--- src/rtl/hilo_muldiv_pkg.sv ---
// Shared definitions for the HI/LO multiply/divide unit.
//   MD_WIDTH  - operand and HI/LO width
//   MD_ITERS  - radix-2 iterations per operation
//   op_e      - operation encodings as carried on the op field
//   state_e   - control FSM states
//   is_div_op / is_signed_op - operation decode helpers
package hilo_muldiv_pkg;

  localparam int unsigned MD_WIDTH = 32;
  localparam int unsigned MD_ITERS = 32;

  typedef enum logic [1:0] {
    OP_MULT  = 2'b00,
    OP_MULTU = 2'b01,
    OP_DIV   = 2'b10,
    OP_DIVU  = 2'b11
  } op_e;

  typedef enum logic [1:0] {
    IDLE,
    RUN,
    FIX
  } state_e;

  function automatic logic is_div_op(op_e op);
    return (op == OP_DIV) || (op == OP_DIVU);
  endfunction

  function automatic logic is_signed_op(op_e op);
    return (op == OP_MULT) || (op == OP_DIV);
  endfunction

endpackage

--- src/rtl/hilo_muldiv_if.sv ---
// Control-unit / register-file side bus of the multiply/divide unit.
//   start, op, src_a, src_b   - operation launch (sampled only while idle)
//   mt_we, mt_sel, mt_data    - MTHI (mt_sel=1) / MTLO (mt_sel=0) write
//   busy, done                - operation in progress / one-cycle completion pulse
//   hi, lo                    - registered HI/LO values
// master: control unit side; slave: the multiply/divide unit.
interface hilo_muldiv_if
  import hilo_muldiv_pkg::*;
#(
  parameter int unsigned WIDTH = MD_WIDTH
);

  logic             start;
  logic [1:0]       op;
  logic [WIDTH-1:0] src_a;
  logic [WIDTH-1:0] src_b;
  logic             mt_we;
  logic             mt_sel;
  logic [WIDTH-1:0] mt_data;
  logic             busy;
  logic             done;
  logic [WIDTH-1:0] hi;
  logic [WIDTH-1:0] lo;

  modport master (
    output start, op, src_a, src_b, mt_we, mt_sel, mt_data,
    input  busy, done, hi, lo
  );

  modport slave (
    input  start, op, src_a, src_b, mt_we, mt_sel, mt_data,
    output busy, done, hi, lo
  );

endinterface

--- src/rtl/hilo_muldiv_iter.sv ---
// Radix-2 datapath: one multiply or restoring-divide step per enable, sharing a
// single WIDTH+1 bit adder/subtractor.
//   clk, rst_n - clock, synchronous active-low reset
//   load       - initialise working register from the operand magnitudes
//   en         - perform one iteration
//   is_div     - divide step (1) or multiply step (0); also selects load layout
//   a_mag      - multiplicand / dividend magnitude
//   b_mag      - multiplier / divisor magnitude
//   work       - {acc, multiplier} for multiply, {remainder, quotient} for divide
module hilo_muldiv_iter
  import hilo_muldiv_pkg::*;
#(
  parameter int unsigned WIDTH = MD_WIDTH
) (
  input  logic               clk,
  input  logic               rst_n,
  input  logic               load,
  input  logic               en,
  input  logic               is_div,
  input  logic [WIDTH-1:0]   a_mag,
  input  logic [WIDTH-1:0]   b_mag,
  output logic [2*WIDTH-1:0] work
);

  logic [2*WIDTH-1:0] work_q, work_d;
  logic [WIDTH-1:0]   opnd_q, opnd_d;   // multiplicand or divisor
  logic [WIDTH:0]     rem_sh;
  logic [WIDTH:0]     add_a, add_b, sum;
  logic               add_cin;
  logic               rem_ge;

  always_comb begin
    // Partial remainder shifted left by one, taking the next dividend bit.
    rem_sh = work_q[2*WIDTH-1:WIDTH-1];
    if (is_div) begin
      add_a   = rem_sh;
      add_b   = ~{1'b0, opnd_q};
      add_cin = 1'b1;
    end else begin
      add_a   = {1'b0, work_q[2*WIDTH-1:WIDTH]};
      add_b   = {1'b0, opnd_q};
      add_cin = 1'b0;
    end
    sum = add_a + add_b + {{WIDTH{1'b0}}, add_cin};
    // If the shifted remainder overflowed WIDTH bits it certainly exceeds the
    // divisor; otherwise the subtractor's top bit is a valid sign.
    rem_ge = rem_sh[WIDTH] | ~sum[WIDTH];

    work_d = work_q;
    opnd_d = opnd_q;
    if (load) begin
      if (is_div) begin
        work_d = {{WIDTH{1'b0}}, a_mag};
        opnd_d = b_mag;
      end else begin
        work_d = {{WIDTH{1'b0}}, b_mag};
        opnd_d = a_mag;
      end
    end else if (en) begin
      if (is_div) begin
        work_d = {(rem_ge ? sum[WIDTH-1:0] : rem_sh[WIDTH-1:0]), work_q[WIDTH-2:0], rem_ge};
      end else if (work_q[0]) begin
        work_d = {sum, work_q[WIDTH-1:1]};
      end else begin
        work_d = {1'b0, work_q[2*WIDTH-1:1]};
      end
    end
  end

  always_ff @(posedge clk) begin
    if (!rst_n) begin
      work_q <= '0;
      opnd_q <= '0;
    end else begin
      work_q <= work_d;
      opnd_q <= opnd_d;
    end
  end

  assign work = work_q;

endmodule

--- src/rtl/hilo_muldiv.sv ---
// Iterative multiply/divide unit with the HI/LO register pair.
//   Clk   - core clock
//   Rst_n - synchronous active-low reset
//   bus   - slave side of hilo_muldiv_if (launch, MTHI/MTLO, busy/done, hi/lo)
// Fixed 33-cycle latency from the start edge to the done pulse; operands are
// captured as magnitudes at start and the signs are applied in FIX.
module hilo_muldiv
  import hilo_muldiv_pkg::*;
#(
  parameter int unsigned WIDTH = MD_WIDTH
) (
  input  logic Clk,
  input  logic Rst_n,
  hilo_muldiv_if.slave bus
);

  localparam int unsigned CntW = $clog2(WIDTH);

  state_e           state_q, state_d;
  logic [CntW-1:0]  cnt_q, cnt_d;
  op_e              op_q, op_d;
  logic             neg_res_q, neg_res_d;    // product / quotient negation
  logic             neg_rem_q, neg_rem_d;    // remainder follows dividend sign
  logic             div_zero_q, div_zero_d;
  logic             done_q, done_d;
  logic [WIDTH-1:0] src_a_q, src_a_d;        // raw dividend for divide-by-zero HI
  logic [WIDTH-1:0] hi_q, hi_d, lo_q, lo_d;

  op_e                op_in;
  logic               a_neg, b_neg;
  logic [WIDTH-1:0]   a_mag, b_mag;
  logic               iter_load, iter_en, iter_div;
  logic [2*WIDTH-1:0] work, prod;
  logic [WIDTH-1:0]   quo, rem;

  assign op_in = op_e'(bus.op);
  assign a_neg = is_signed_op(op_in) & bus.src_a[WIDTH-1];
  assign b_neg = is_signed_op(op_in) & bus.src_b[WIDTH-1];
  // abs(most-negative) wraps to itself, which is the correct unsigned magnitude.
  assign a_mag = a_neg ? -bus.src_a : bus.src_a;
  assign b_mag = b_neg ? -bus.src_b : bus.src_b;

  // At load time the layout follows the incoming op, afterwards the latched one.
  assign iter_div = (state_q == IDLE) ? is_div_op(op_in) : is_div_op(op_q);

  hilo_muldiv_iter #(
    .WIDTH (WIDTH)
  ) u_iter (
    .clk    (Clk),
    .rst_n  (Rst_n),
    .load   (iter_load),
    .en     (iter_en),
    .is_div (iter_div),
    .a_mag  (a_mag),
    .b_mag  (b_mag),
    .work   (work)
  );

  assign prod = neg_res_q ? -work : work;
  assign quo  = neg_res_q ? -work[WIDTH-1:0] : work[WIDTH-1:0];
  assign rem  = neg_rem_q ? -work[2*WIDTH-1:WIDTH] : work[2*WIDTH-1:WIDTH];

  always_comb begin
    state_d    = state_q;
    cnt_d      = cnt_q;
    op_d       = op_q;
    neg_res_d  = neg_res_q;
    neg_rem_d  = neg_rem_q;
    div_zero_d = div_zero_q;
    src_a_d    = src_a_q;
    hi_d       = hi_q;
    lo_d       = lo_q;
    done_d     = 1'b0;
    iter_load  = 1'b0;
    iter_en    = 1'b0;

    unique case (state_q)
      IDLE: begin
        if (bus.start) begin
          iter_load  = 1'b1;
          op_d       = op_in;
          neg_res_d  = a_neg ^ b_neg;
          neg_rem_d  = a_neg;
          div_zero_d = is_div_op(op_in) && (bus.src_b == '0);
          src_a_d    = bus.src_a;
          cnt_d      = '0;
          state_d    = RUN;
        end else if (bus.mt_we) begin
          if (bus.mt_sel) hi_d = bus.mt_data;
          else            lo_d = bus.mt_data;
        end
      end
      RUN: begin
        iter_en = 1'b1;
        cnt_d   = cnt_q + 1'b1;
        if (cnt_q == CntW'(WIDTH - 1)) state_d = FIX;
      end
      FIX: begin
        done_d  = 1'b1;
        state_d = IDLE;
        if (!is_div_op(op_q)) begin
          hi_d = prod[2*WIDTH-1:WIDTH];
          lo_d = prod[WIDTH-1:0];
        end else if (div_zero_q) begin
          hi_d = src_a_q;
          lo_d = '1;
        end else begin
          hi_d = rem;
          lo_d = quo;
        end
      end
      default: state_d = IDLE;
    endcase
  end

  always_ff @(posedge Clk) begin
    if (!Rst_n) begin
      state_q    <= IDLE;
      cnt_q      <= '0;
      op_q       <= OP_MULT;
      neg_res_q  <= 1'b0;
      neg_rem_q  <= 1'b0;
      div_zero_q <= 1'b0;
      done_q     <= 1'b0;
      src_a_q    <= '0;
      hi_q       <= '0;
      lo_q       <= '0;
    end else begin
      state_q    <= state_d;
      cnt_q      <= cnt_d;
      op_q       <= op_d;
      neg_res_q  <= neg_res_d;
      neg_rem_q  <= neg_rem_d;
      div_zero_q <= div_zero_d;
      done_q     <= done_d;
      src_a_q    <= src_a_d;
      hi_q       <= hi_d;
      lo_q       <= lo_d;
    end
  end

  assign bus.busy = (state_q != IDLE);
  assign bus.done = done_q;
  assign bus.hi   = hi_q;
  assign bus.lo   = lo_q;

endmodule
--- src/flat_wrapper.sv ---
// flat-port wrapper written by rule: the top's interface ports become plain ports
module hilo_muldiv_flat import hilo_muldiv_pkg::*;
#(
  parameter int unsigned WIDTH = MD_WIDTH
)
  (Clk, Rst_n, bus_start, bus_op, bus_src_a, bus_src_b, bus_mt_we, bus_mt_sel, bus_mt_data, bus_busy, bus_done, bus_hi, bus_lo);
  hilo_muldiv_if #(.WIDTH(WIDTH)) bus_i ();
  input  logic Clk;
  input  logic Rst_n;
  input wire logic [$bits(bus_i.start)-1:0] bus_start;
  input wire logic [$bits(bus_i.op)-1:0] bus_op;
  input wire logic [$bits(bus_i.src_a)-1:0] bus_src_a;
  input wire logic [$bits(bus_i.src_b)-1:0] bus_src_b;
  input wire logic [$bits(bus_i.mt_we)-1:0] bus_mt_we;
  input wire logic [$bits(bus_i.mt_sel)-1:0] bus_mt_sel;
  input wire logic [$bits(bus_i.mt_data)-1:0] bus_mt_data;
  output wire logic [$bits(bus_i.busy)-1:0] bus_busy;
  output wire logic [$bits(bus_i.done)-1:0] bus_done;
  output wire logic [$bits(bus_i.hi)-1:0] bus_hi;
  output wire logic [$bits(bus_i.lo)-1:0] bus_lo;
  assign bus_i.start = bus_start;
  assign bus_i.op = bus_op;
  assign bus_i.src_a = bus_src_a;
  assign bus_i.src_b = bus_src_b;
  assign bus_i.mt_we = bus_mt_we;
  assign bus_i.mt_sel = bus_mt_sel;
  assign bus_i.mt_data = bus_mt_data;
  assign bus_busy = bus_i.busy;
  assign bus_done = bus_i.done;
  assign bus_hi = bus_i.hi;
  assign bus_lo = bus_i.lo;
  hilo_muldiv #(.WIDTH(WIDTH)) u_core (.Clk(Clk), .Rst_n(Rst_n), .bus(bus_i));
endmodule
--- config.mk ---
export PLATFORM = sky130hd
export DESIGN_NAME = hilo_muldiv_flat
export DESIGN_NICKNAME = d
export VERILOG_FILES = /design/src/rtl/hilo_muldiv_pkg.sv /design/src/rtl/hilo_muldiv_if.sv /design/src/rtl/hilo_muldiv_iter.sv /design/src/rtl/hilo_muldiv.sv /design/src/flat_wrapper.sv
export SDC_FILE = /design/constraint.sdc
export NUM_CORES = 1
export LEC_CHECK = 0
export BUFFER_PORTS_ARGS = -buffer_cell sky130_fd_sc_hd__buf_2
export CAP_MARGIN = 10
export CORE_MARGIN = 2
export CORE_UTILIZATION = 47
export CTS_CLUSTER_SIZE = 25
export DETAILED_ROUTE_END_ITERATION = 6
export PLACE_DENSITY = 0.66
export RECOVER_POWER = 25
export SYNTH_ARGS = -nofsm -noshare
export SYNTH_HDL_FRONTEND = slang
export SYNTH_SLANG_ARGS = --single-unit
--- constraint.sdc ---
create_clock -name Clk -period 6.9 [get_ports Clk]
set_input_delay 1.38 -clock Clk [delete_from_list [all_inputs] [get_ports Clk]]
set_output_delay 1.38 -clock Clk [all_outputs]
set_load 0.01 [all_outputs]
==> results.py, run 1 <==
metrics = {
    "run_status": {
        "status": "finished with violations",
        "violations": "capacitance limit, slew limit",
    },
    "worst_setup_path": {
        "cp.arrival_ps": 6200,
        "path_class": "reg -> reg",
        "crit_required_ps": 7340,
        "crit_path_end_kind": "flop",
        "start_kind": "flop",
        "crit_fanout": 169,
    },
    "timing": {
        "setup_tns_ps": 0,
        "clock_skew_ps": 12.2,
        "worst_pin_slew_ps": 2960,
        "period_share": 0.834,
        "max_freq_mhz": 174,
        "rsz0062_at_grt": "false",
        "relSlewSlack": -0.975,
        "drv_slew": 80,
        "setup_viol": 0,
        "period_minus_slack_ps": 5750,
        "hold_viol_final": 0,
        "fin_ws_ps": 1150,
    },
    "yosys": {
        "synth.distinct_cells": 75,
        "yosysWarnings": 0,
        "synth.cell_area_um2": 16200,
        "yosysTopAreaCellShare": 0.251,
        "synth_compound_area_frac": 0.288,
        "netlist_instances": 2271,
        "synth_area_leaders": "dfxtp_1, nand2_1, xnor2_1, a21oi_1, o21ai_0",
        "seq_area_frac_synth": 0.251,
        "ys_ff_latch": 204,
        "syn_area_per_cell_um2": 7.15,
        "yosys_most_used_dff": "dfxtp_1",
        "synth_edf_count": 0,
        "synth_xor_area_frac": 0.105,
        "synth-adder-area-share": 0.0297,
        "synth_fp_nets": 2412,
        "synthMuxAreaShare": 0.0393,
        "async_reset_ff_frac": 0,
        "synth_top_family_by_area": "compound AO/OA/AOI/OAI gates",
        "yosysTopAreaCell": "dfxtp_1",
        "synth-simple-area-share": 0.229,
    },
    "clock_network": {
        "cts_tree": "yes",
        "cts_root_buf": "clkbuf_16",
        "clk_latency_ps": 540,
        "cts-htree-levels": 1,
        "ctsHoldBuffers": 0,
        "ctsResizeCount": 0,
        "cts.sinks": 204,
        "clock_path_buffers": 3,
        "post-cts-setup-buffers": 0,
        "clk_pin_slew_ps": 60,
        "cts_made_buffers": 25,
    },
    "power_and_ir_drop": {
        "p_per_area_nw_per_um2": 221,
        "peakVddDrop_mv": 0.177,
        "leakagePower_nw": 6.60,
    },
    "final_layout": {
        "final_cell_mix": "nand2_1, dfxtp_1, a21oi_1, o21ai_0, nor2_1",
        "layout-drive-gt1-share": 0.0930,
        "layout_commonest_cell": "nand2_1",
        "fillers": 3446,
        "nets": 2425,
        "syn_to_final_growth_pct": 9.84,
        "num_antenna_cells": 0,
    },
    "placed_design": {
        "dp_hpwl_um": 46500,
        "post-place-ws_ps": 1040,
        "io_buffers": 168,
        "place.gp.congestion": 1.02,
    },
    "die": {
        "rows": 68,
        "die_area_um2": 36100,
        "core_um2": 34300,
        "num_io_pins": 169,
        "start_util": 0.474,
        "dieWidth_um": 190,
        "die_h_um": 190,
    },
    "global_routing": {
        "grt_pass1_vias": 15500,
        "grt_max_degree": 170,
        "grt.overflow.total": 0,
        "grt_pass1_wl_um": 92700,
        "antenna_found_initial": 1,
        "track_usage": 0.330,
    },
    "routing": {
        "dr.pass1.iters": 6,
        "drtIter0Drc": 1779,
        "wire_per_inst_um": 22.3,
        "ant_nets": 0,
        "num_vias": 17400,
        "wl_um": 61500,
        "routed_via_density": 6.32,
        "drcViolationCount": 0,
    },
    "min_path": {
        "hp-class": "reg -> reg",
    },
    "run": {
        "cap_viol_max_count": 1,
    },
}
-- stage by stage --
stage / power (mW) / cells / utilization / hold slack (ps) / instance area (um2)
final: 3.94 / 2755 / 0.520 / 469 / 17800
after floorplan: 2.18 / 2271 / - / 443 / 16200
after global placement: 2.55 / 2712 / 0.498 / 454 / 17100
after global routing: 4.09 / 2755 / 0.520 / 488 / 17800
after detailed placement: 2.56 / 2712 / 0.498 / 459 / 17100
after CTS: 3.92 / 2755 / 0.523 / 467 / 17900
-- registers in the layout, indices dropped and copies added, names as in the netlist --
signal / flops
u_core.bus.done: 1
u_core.src_a_q: 32
u_core.cnt_q: 5
u_core.neg_res_q: 1
u_core.u_iter.opnd_q: 32
u_core.neg_rem_q: 1
u_core.u_iter.work: 64
u_core.bus.hi: 32
u_core.bus.lo: 32
u_core.div_zero_q: 1
u_core.op_q: 1
u_core.state_q: 2
-- synthesized netlist by cell type (6+ instances only) --
master    instances
o21ai_1           9
xnor2_1         131
or2_2             8
a32o_1            6
a221o_1           6
nor2b_1          31
o21ai_0         161
ha_1             37
and3_1            6
o211ai_1         38
nand3_1          67
o31ai_1          29
a221oi_1         14
inv_1            31
mux2i_1          57
xor2_1           64
clkbuf_1        178
buf_1            15
nand4_1          19
or3_1            21
mux2_2            6
nand2_1         408
a311oi_1          8
or4_1            14
o22ai_1          15
and2_1           13
a21oi_1         175
a211oi_1         37
a21o_1           14
o221ai_1         24
nor3_1           49
a21boi_0         68
o21a_1            7
nor4_1           13
o211a_1           7
nand2b_1          9
nor2_1          144
o41ai_1          13
a22o_1           10
a31oi_1          24
dfxtp_1         204
buf_2             7
-- worst paths after layout --
kind / endpoint / slack [ps] / from / depth (start not counted)
hold / removal: u_core.bus.lo[25] / 470 / u_core.bus.lo[25] / 2
hold reg to reg: u_core.bus.lo[25] / 470 / u_core.bus.lo[25] / 2
setup reg to reg: u_core.u_iter.work[59] / 1150 / u_core.state_q[0] / 14
setup / recovery: u_core.u_iter.work[59] / 1150 / u_core.state_q[0] / 14
-- worst max-delay path, stage by stage (launching register included) --
cell and delay [ps]:
dfxtp_1 420, o21ai_0 760, a21boi_4 690, buf_12 630, nand2_1 110, nand2_1 100, ha_1 220, o211ai_1 120
o211ai_1 360, a211oi_1 210, o31a_1 400, o211a_1 420, a22oi_1 700, a221oi_1 170, o31ai_1 280
-- kinds of logic (layout without fill, tap and decap cells) --
kind of cell             Yosys count  count (layout)
flip-flops                       204             204
AND/OR/NAND/NOR                  825             825
multiplexers                      63              63
adder cells (fa/ha/maj)           38              38
XOR/XNOR                         195             195
AO/OA/AOI/OAI                    709             709
buffers and inverters            237             266
-- cell type report --
type,instances,area [um2],area share
Clock inverter,11,159,0.00890
Multi-Input combinational cell,1830,11300,0.631
Clock buffer,32,692,0.0388
Timing Repair Buffer,191,950,0.0532
Tap cell,455,569,0.0319
Sequential cell,204,4090,0.229
Inverter,32,120,0.00673
-- report_power, final --
part           total (mW)  internal [mW]  switching, mW
logic                1.18          0.408          0.770
clock network        1.37          0.824          0.547
registers            1.39           1.25          0.132
total                3.94           2.49           1.45
-- layer usage --
metal,vias up,track usage,wire length (um)
li1,8148,-,-
met2,853,0.528,28000
met1,8249,0.446,25600
met4,0,0.117,2530
met5,-,0,0
met3,159,0.0579,5420
Power figures use the tool's default switching activity.
==> run 2, diff against run 1 <==
clock period = 5.4 ns   (was 6.9 ns; I/O delays follow)
==> run 2 against run 1 <==
The flow still finishes with violations (capacitance limit, slew limit). Critical path depth unchanged. Global-route usage increased by 0.73 points. Fmax rose by 22%. Final cell count rose by 0.47%. Largest cell class unchanged. Largest power group unchanged.
==> results.py, run 2 (synthesized netlist as in run 1, its figures left out) <==
metrics = {
    "global_routing": {
        "grt_pass1_wl_um": 94400,
        "grt_pass1_vias": 15800,
        "grtUsageMet3": 0.0474,
        "track_usage": 0.337,
        "grt.busiest_layer": "met2",
        "grt.overflow.total": 0,
        "antenna_found_initial": 0,
        "met1_usage": 0.464,
        "grt_max_degree": 83,
        "met2_usage": 0.547,
    },
    "final_layout": {
        "fillers": 3509,
        "nets": 2436,
        "layout-drive-gt1-share": 0.0964,
        "syn_to_final_growth_pct": 9.94,
        "num_antenna_cells": 0,
        "final_area_um2": 17900,
        "largest_reg_flops": 64,
        "final_cell_mix": "nand2_1, dfxtp_1, a21oi_1, o21ai_0, nor2_1",
        "layout_commonest_cell": "nand2_1",
        "fin_util": 0.521,
        "finalNonFillerCells": 2768,
    },
    "power_and_ir_drop": {
        "p_sw_frac": 0.379,
        "p_int_mw": 3.06,
        "leakagePower_nw": 6.63,
        "p_sw_mw": 1.87,
        "clkPwrFrac": 0.331,
        "p_per_area_nw_per_um2": 276,
        "pwr-share-comb": 0.310,
        "p_seq_frac": 0.359,
        "peakVddDrop_mv": 0.227,
        "power_mw": 4.93,
    },
    "clock_network": {
        "cts_tree": "yes",
        "post-cts-setup-buffers": 0,
        "clk_pin_slew_ps": 70,
        "ctsHoldBuffers": 0,
        "cts.sinks": 204,
        "cts_root_buf": "clkbuf_16",
        "cts_made_buffers": 24,
        "clock_path_buffers": 3,
        "ctsResizeCount": 0,
        "clk_latency_ps": 550,
        "cts-htree-levels": 1,
    },
    "routing": {
        "wire_per_inst_um": 22.7,
        "drtIter0Drc": 1740,
        "drcViolationCount": 0,
        "ant_nets": 0,
        "routed_via_density": 6.30,
        "dr.pass1.iters": 5,
        "num_vias": 17400,
        "wl_um": 62800,
    },
    "timing": {
        "setup_viol": 0,
        "finalHoldWorstSlack_ps": 461,
        "period_minus_slack_ps": 4720,
        "hold_viol_final": 0,
        "period_share": 0.875,
        "relSlewSlack": -0.729,
        "worst_pin_slew_ps": 2590,
        "setup_tns_ps": 0,
        "rsz0062_at_grt": "false",
        "max_freq_mhz": 212,
        "drv_slew": 108,
        "fin_ws_ps": 676,
        "clock_skew_ps": 22.0,
    },
    "placed_design": {
        "place.gp.congestion": 1.00,
        "dp_hpwl_um": 48000,
        "placed_cells": 2722,
        "placed_cell_area_um2": 17100,
        "io_buffers": 168,
        "post-place-ws_ps": 485,
    },
    "run_status": {
        "violations": "capacitance limit, slew limit",
        "status": "finished with violations",
    },
    "worst_setup_path": {
        "crit_required_ps": 5810,
        "reg2reg_depth": 14,
        "crit_fanout": 42,
        "cp.arrival_ps": 5140,
        "crit_path_end_kind": "flop",
        "start_kind": "flop",
        "path_class": "reg -> reg",
    },
    "min_path": {
        "hp-class": "reg -> reg",
        "min_path_cells": 2,
    },
    "die": {
        "die_area_um2": 36100,
        "num_io_pins": 169,
        "rows": 68,
        "start_util": 0.474,
        "dieWidth_um": 190,
        "core_um2": 34300,
        "die_h_um": 190,
    },
    "run": {
        "cap_viol_max_count": 2,
    },
}
==> run 2: cell count changes in the layout (fill, tap and decap cells not counted) <==
cell / change
inv_6: -1
clkinv_2: +1
clkbuf_1: +3
buf_4: +10
inv_16: -1
clkinv_16: +1
nand2_2: -1
buf_2: +4
bufinv_16: -2
clkbuf_16: -1
clkinv_4: -1
nand2_1: +1
==> run 2: layout make-up <==
cell class	instances	area (um2)	area share
multi-input cells	1830	11300	0.631
flip-flops and latches	204	4090	0.229
repair buffers	203	1040	0.0581
clock buffers	36	686	0.0384
well taps	455	569	0.0319
inverters	32	120	0.00672
clock inverters	8	96.3	0.00539
==> run 2: path summary, 6_finish.rpt <==
kind / startpoint / to / slack (ps)
max reg2reg: u_core.state_q[0] / u_core.u_iter.work[60] / 680
min: u_core.bus.lo[14] / u_core.bus.lo[14] / 460
max: u_core.state_q[0] / u_core.u_iter.work[60] / 680
min reg2reg: u_core.bus.lo[14] / u_core.bus.lo[14] / 460
==> run 2: routing by layer <==
| layer | routed length [um] | vias to the layer above | share of wire |
|---|---|---|---|
| li1 | - | 8179 | - |
| met1 | 26600 | 8338 | 0.42 |
| met2 | 28700 | 795 | 0.46 |
| met3 | 5400 | 121 | 0.086 |
| met4 | 2150 | 0 | 0.034 |
| met5 | 0 | - | 0 |
==> run 2: critical path: stages (launching register included) <==
cell and delay [ps]:
dfxtp_1 590, nor2_1 70, clkbuf_1 220, a21boi_4 560, buf_12 330, xnor2_1 100
ha_1 430, nand2_1 140, nor3_1 440, or3b_2 500, o211ai_1 190, a21oi_1 220
xnor2_1 250, a211oi_1 110, o41ai_1 390
==> run 2: power groups by stage <==
stage | logic, mW | clock network [mW] | registers (mW)
after floorplan | 1.09 | 0 | 1.70
after global placement | 1.48 | 0 | 1.79
after detailed placement | 1.50 | 0 | 1.79
after CTS | 1.50 | 1.63 | 1.76
after global routing | 1.66 | 1.69 | 1.78
final | 1.53 | 1.63 | 1.77
==> run 3, diff against run 2 <==
BUFFER_PORTS_ARGS = -buffer_cell sky130_fd_sc_hd__buf_4   (was -buffer_cell sky130_fd_sc_hd__buf_2)
SETUP_SLACK_MARGIN = 0.1   (was not set)
SYNTH_HIERARCHICAL = 1   (was not set)
==> run 3 against run 2 <==
The flow still finishes with violations (capacitance limit, slew limit). Clock skew fell by 5.3 ps. Via count rose by 2.0%. First-iteration DRC count rose by 4.2%. Combinational power is 5% higher. Final cell count is 0.22% higher. Hold slack got worse by 15 ps. Critical endpoint is now u_core/u_iter/work[51]. Largest cell class unchanged. Largest power group is now the clock network.
==> results.py, run 3 <==
metrics = {
    "run_status": {
        "status": "finished with violations",
        "violations": "capacitance limit, slew limit",
    },
    "worst_setup_path": {
        "r2r_end": "u_core/u_iter/work[51]",
        "crit_required_ps": 5840,
        "crit_chain": "nor2_1, nand2_1, o21ai_4, buf_4, xor2_1, fa_1, a211oi_1, o21a_2, a2111oi_4, a31oi_1, o21ba_2, o21ai_4, buf_12, mux2i_1, a22oi_1, a22o_1",
        "crit_path_end_kind": "flop",
        "path_class": "reg -> reg",
        "crit_buf_inv": 2,
        "reg2reg_from": "u_core/state_q[1]",
        "cpMaxStageDelayCell": "nor2_1",
        "start_kind": "flop",
        "crit_path_max_incr_delay_ps": 420,
        "rrSetupSlack_ps": 640,
        "reg2reg_depth": 16,
        "crit_family": "compound AO/OA/AOI/OAI gates",
        "crit_fanout": 28,
        "crit_top_cell": "o21ai_4",
        "cp.arrival_ps": 5200,
    },
    "clock_network": {
        "cts_tree": "yes",
        "cts_root_buf": "clkbuf_16",
        "ctsHoldBuffers": 0,
        "clk_latency_ps": 560,
        "cts_made_buffers": 25,
        "post-cts-setup-buffers": 0,
        "clk_pin_slew_ps": 60,
        "cts.sinks": 204,
        "ctsResizeCount": 0,
        "cts-htree-levels": 1,
        "clock_path_buffers": 3,
    },
    "final_layout": {
        "register_area_um2": 4090,
        "layout-drive-gt1-share": 0.123,
        "nets": 2437,
        "largest_reg_flops": 64,
        "syn_to_final_growth_pct": 12.9,
        "num_antenna_cells": 0,
        "final_cell_mix": "nand2_1, a21oi_1, dfxtp_1, nor2_1, buf_4",
        "multi_input_area_um2": 12000,
        "layout_commonest_cell": "nand2_1",
        "finalNonFillerCells": 2774,
        "fillers": 3469,
    },
    "routing": {
        "num_vias": 17800,
        "ant_nets": 0,
        "routed_via_density": 6.41,
        "wl_um": 67500,
        "drcViolationCount": 0,
        "dr_wl_met3_um": 6050,
        "dr.pass1.iters": 6,
        "wl_met1_um": 29000,
        "dr_wl_met2_um": 28900,
        "drtIter0Drc": 1813,
        "wire_per_inst_um": 24.3,
        "highest_layer": "met4",
    },
    "power_and_ir_drop": {
        "p_seq_frac": 0.339,
        "pwr-share-comb": 0.306,
        "clkPwrFrac": 0.355,
        "p_sw_mw": 1.91,
        "power_mw": 5.24,
        "leakagePower_nw": 8.06,
        "peakVddDrop_mv": 0.227,
        "p_per_area_nw_per_um2": 274,
        "p_sw_frac": 0.365,
        "p_int_mw": 3.33,
    },
    "yosys": {
        "netlist_instances": 2227,
        "synth_fp_nets": 2368,
        "yosysTopAreaCell": "dfxtp_1",
        "async_reset_ff_frac": 0,
        "synth.distinct_cells": 93,
        "yosysWarnings": 6,
        "ys_ff_latch": 204,
        "synth.cell_area_um2": 16900,
        "syn_area_per_cell_um2": 7.61,
        "yosys_most_used_dff": "dfxtp_1",
        "synth_area_leaders": "dfxtp_1, mux2i_1, a21oi_1, nand2_1, xor2_1",
        "synthTopCellsByCount": "nand2_1, a21oi_1, dfxtp_1",
        "seq_area_frac_synth": 0.241,
        "yosysTopAreaCellShare": 0.241,
        "synth_edf_count": 0,
        "yosysMostFrequentCell": "nand2_1",
    },
    "run": {
        "cap_viol_max_count": 3,
    },
    "placed_design": {
        "placed_cells": 2730,
        "io_buffers": 168,
        "post-place-ws_ps": 426,
        "dp_hpwl_um": 51300,
        "place.gp.congestion": 0.977,
    },
    "timing": {
        "setup_tns_ps": 0,
        "drv_slew": 183,
        "worst_pin_slew_ps": 3280,
        "relSlewSlack": -1.19,
        "clock_skew_ps": 16.8,
        "setup_viol": 0,
        "max_freq_mhz": 210,
        "finalHoldWorstSlack_ps": 447,
        "hold_viol_final": 0,
        "period_share": 0.882,
        "rsz0062_at_grt": "false",
        "period_minus_slack_ps": 4760,
        "fin_ws_ps": 638,
    },
    "die": {
        "die_area_um2": 37600,
        "start_util": 0.477,
        "dieWidth_um": 194,
        "core_um2": 35600,
        "die_h_um": 194,
        "rows": 69,
        "num_io_pins": 169,
    },
    "min_path": {
        "min_path_cells": 1,
        "hp-class": "reg -> reg",
        "hp-start": "u_core/cnt_q[3]",
        "min_to": "u_core/cnt_q[3]",
    },
    "global_routing": {
        "grt.overflow.total": 0,
        "grt_pass1_wl_um": 100000,
        "antenna_found_initial": 0,
        "track_usage": 0.343,
        "grt_pass1_vias": 16300,
        "grt_max_degree": 80,
    },
}
==> run 3: cell types whose count changed after synthesis, sizes merged, moves of 24 or more <==
cell | before | now
a21boi | 69 | 5
a21oi | 175 | 239
clkbuf | 178 | 127
mux2 | 6 | 38
mux2i | 57 | 131
nand2 | 408 | 310
nor2 | 145 | 169
o211a | 7 | 67
o211ai | 38 | 14
o21ai | 171 | 92
xnor2 | 131 | 81
xor2 | 64 | 97
==> run 3: logic make-up after synthesis <==
group | share of synthesized area
adder cells (fa/ha/maj) | 0.0285
AO/OA/AOI/OAI | 0.277
multiplexers | 0.103
XOR/XNOR | 0.0920
flip-flops | 0.241
buffers and inverters | 0.0506
AND/OR/NAND/NOR | 0.208
==> run 3: metrics by stage <==
stage,util,cell area (um2)
2_1_floorplan,-,17000
3_3_place_gp,0.519,18500
3_5_place_dp,0.519,18500
4_1_cts,0.544,19400
5_1_grt,0.538,19100
6_report,0.538,19100
==> run 3: worst max path at each step <==
| stage | endpoint | start | slack (ps) | depth (start not counted) |
|---|---|---|---|---|
| after CTS | u_core/u_iter/work[51] | u_core/state_q[1] | 670 | 16 |
| final | u_core/u_iter/work[51] | u_core/state_q[1] | 640 | 16 |
| after global placement | u_core/u_iter/work[56] | bus_op[1] | 490 | 16 |
| after floorplan | u_core/u_iter/work[48] | bus_op[1] | 270 | 18 |
| after detailed placement | u_core/u_iter/work[56] | bus_op[1] | 430 | 16 |
| after global routing | u_core/u_iter/work[62] | u_core/state_q[1] | 340 | 15 |
==> run 3: area by class of cell <==
| class | count | area share |
|---|---|---|
| inverters | 39 | 0.00778 |
| clock inverters | 14 | 0.0118 |
| clock buffers | 30 | 0.0352 |
| repair buffers | 211 | 0.0733 |
| well taps | 461 | 0.0301 |
| flip-flops and latches | 204 | 0.213 |
| multi-input cells | 1815 | 0.628 |
==> run 3: metal layers <==
layer,vias to the layer above,GRT usage
met5,-,0
met3,133,0.0501
met2,890,0.520
met1,8451,0.475
met4,0,0.170
li1,8312,-
==> run 3: power groups by stage <==
stage | Clock [mW] | Sequential [mW] | Combinational [mW]
after CTS | 1.88 | 1.77 | 1.58
after floorplan | 0 | 1.72 | 1.10
after global routing | 1.95 | 1.78 | 1.73
after detailed placement | 0 | 1.80 | 1.57
after global placement | 0 | 1.80 | 1.56
final | 1.86 | 1.78 | 1.60
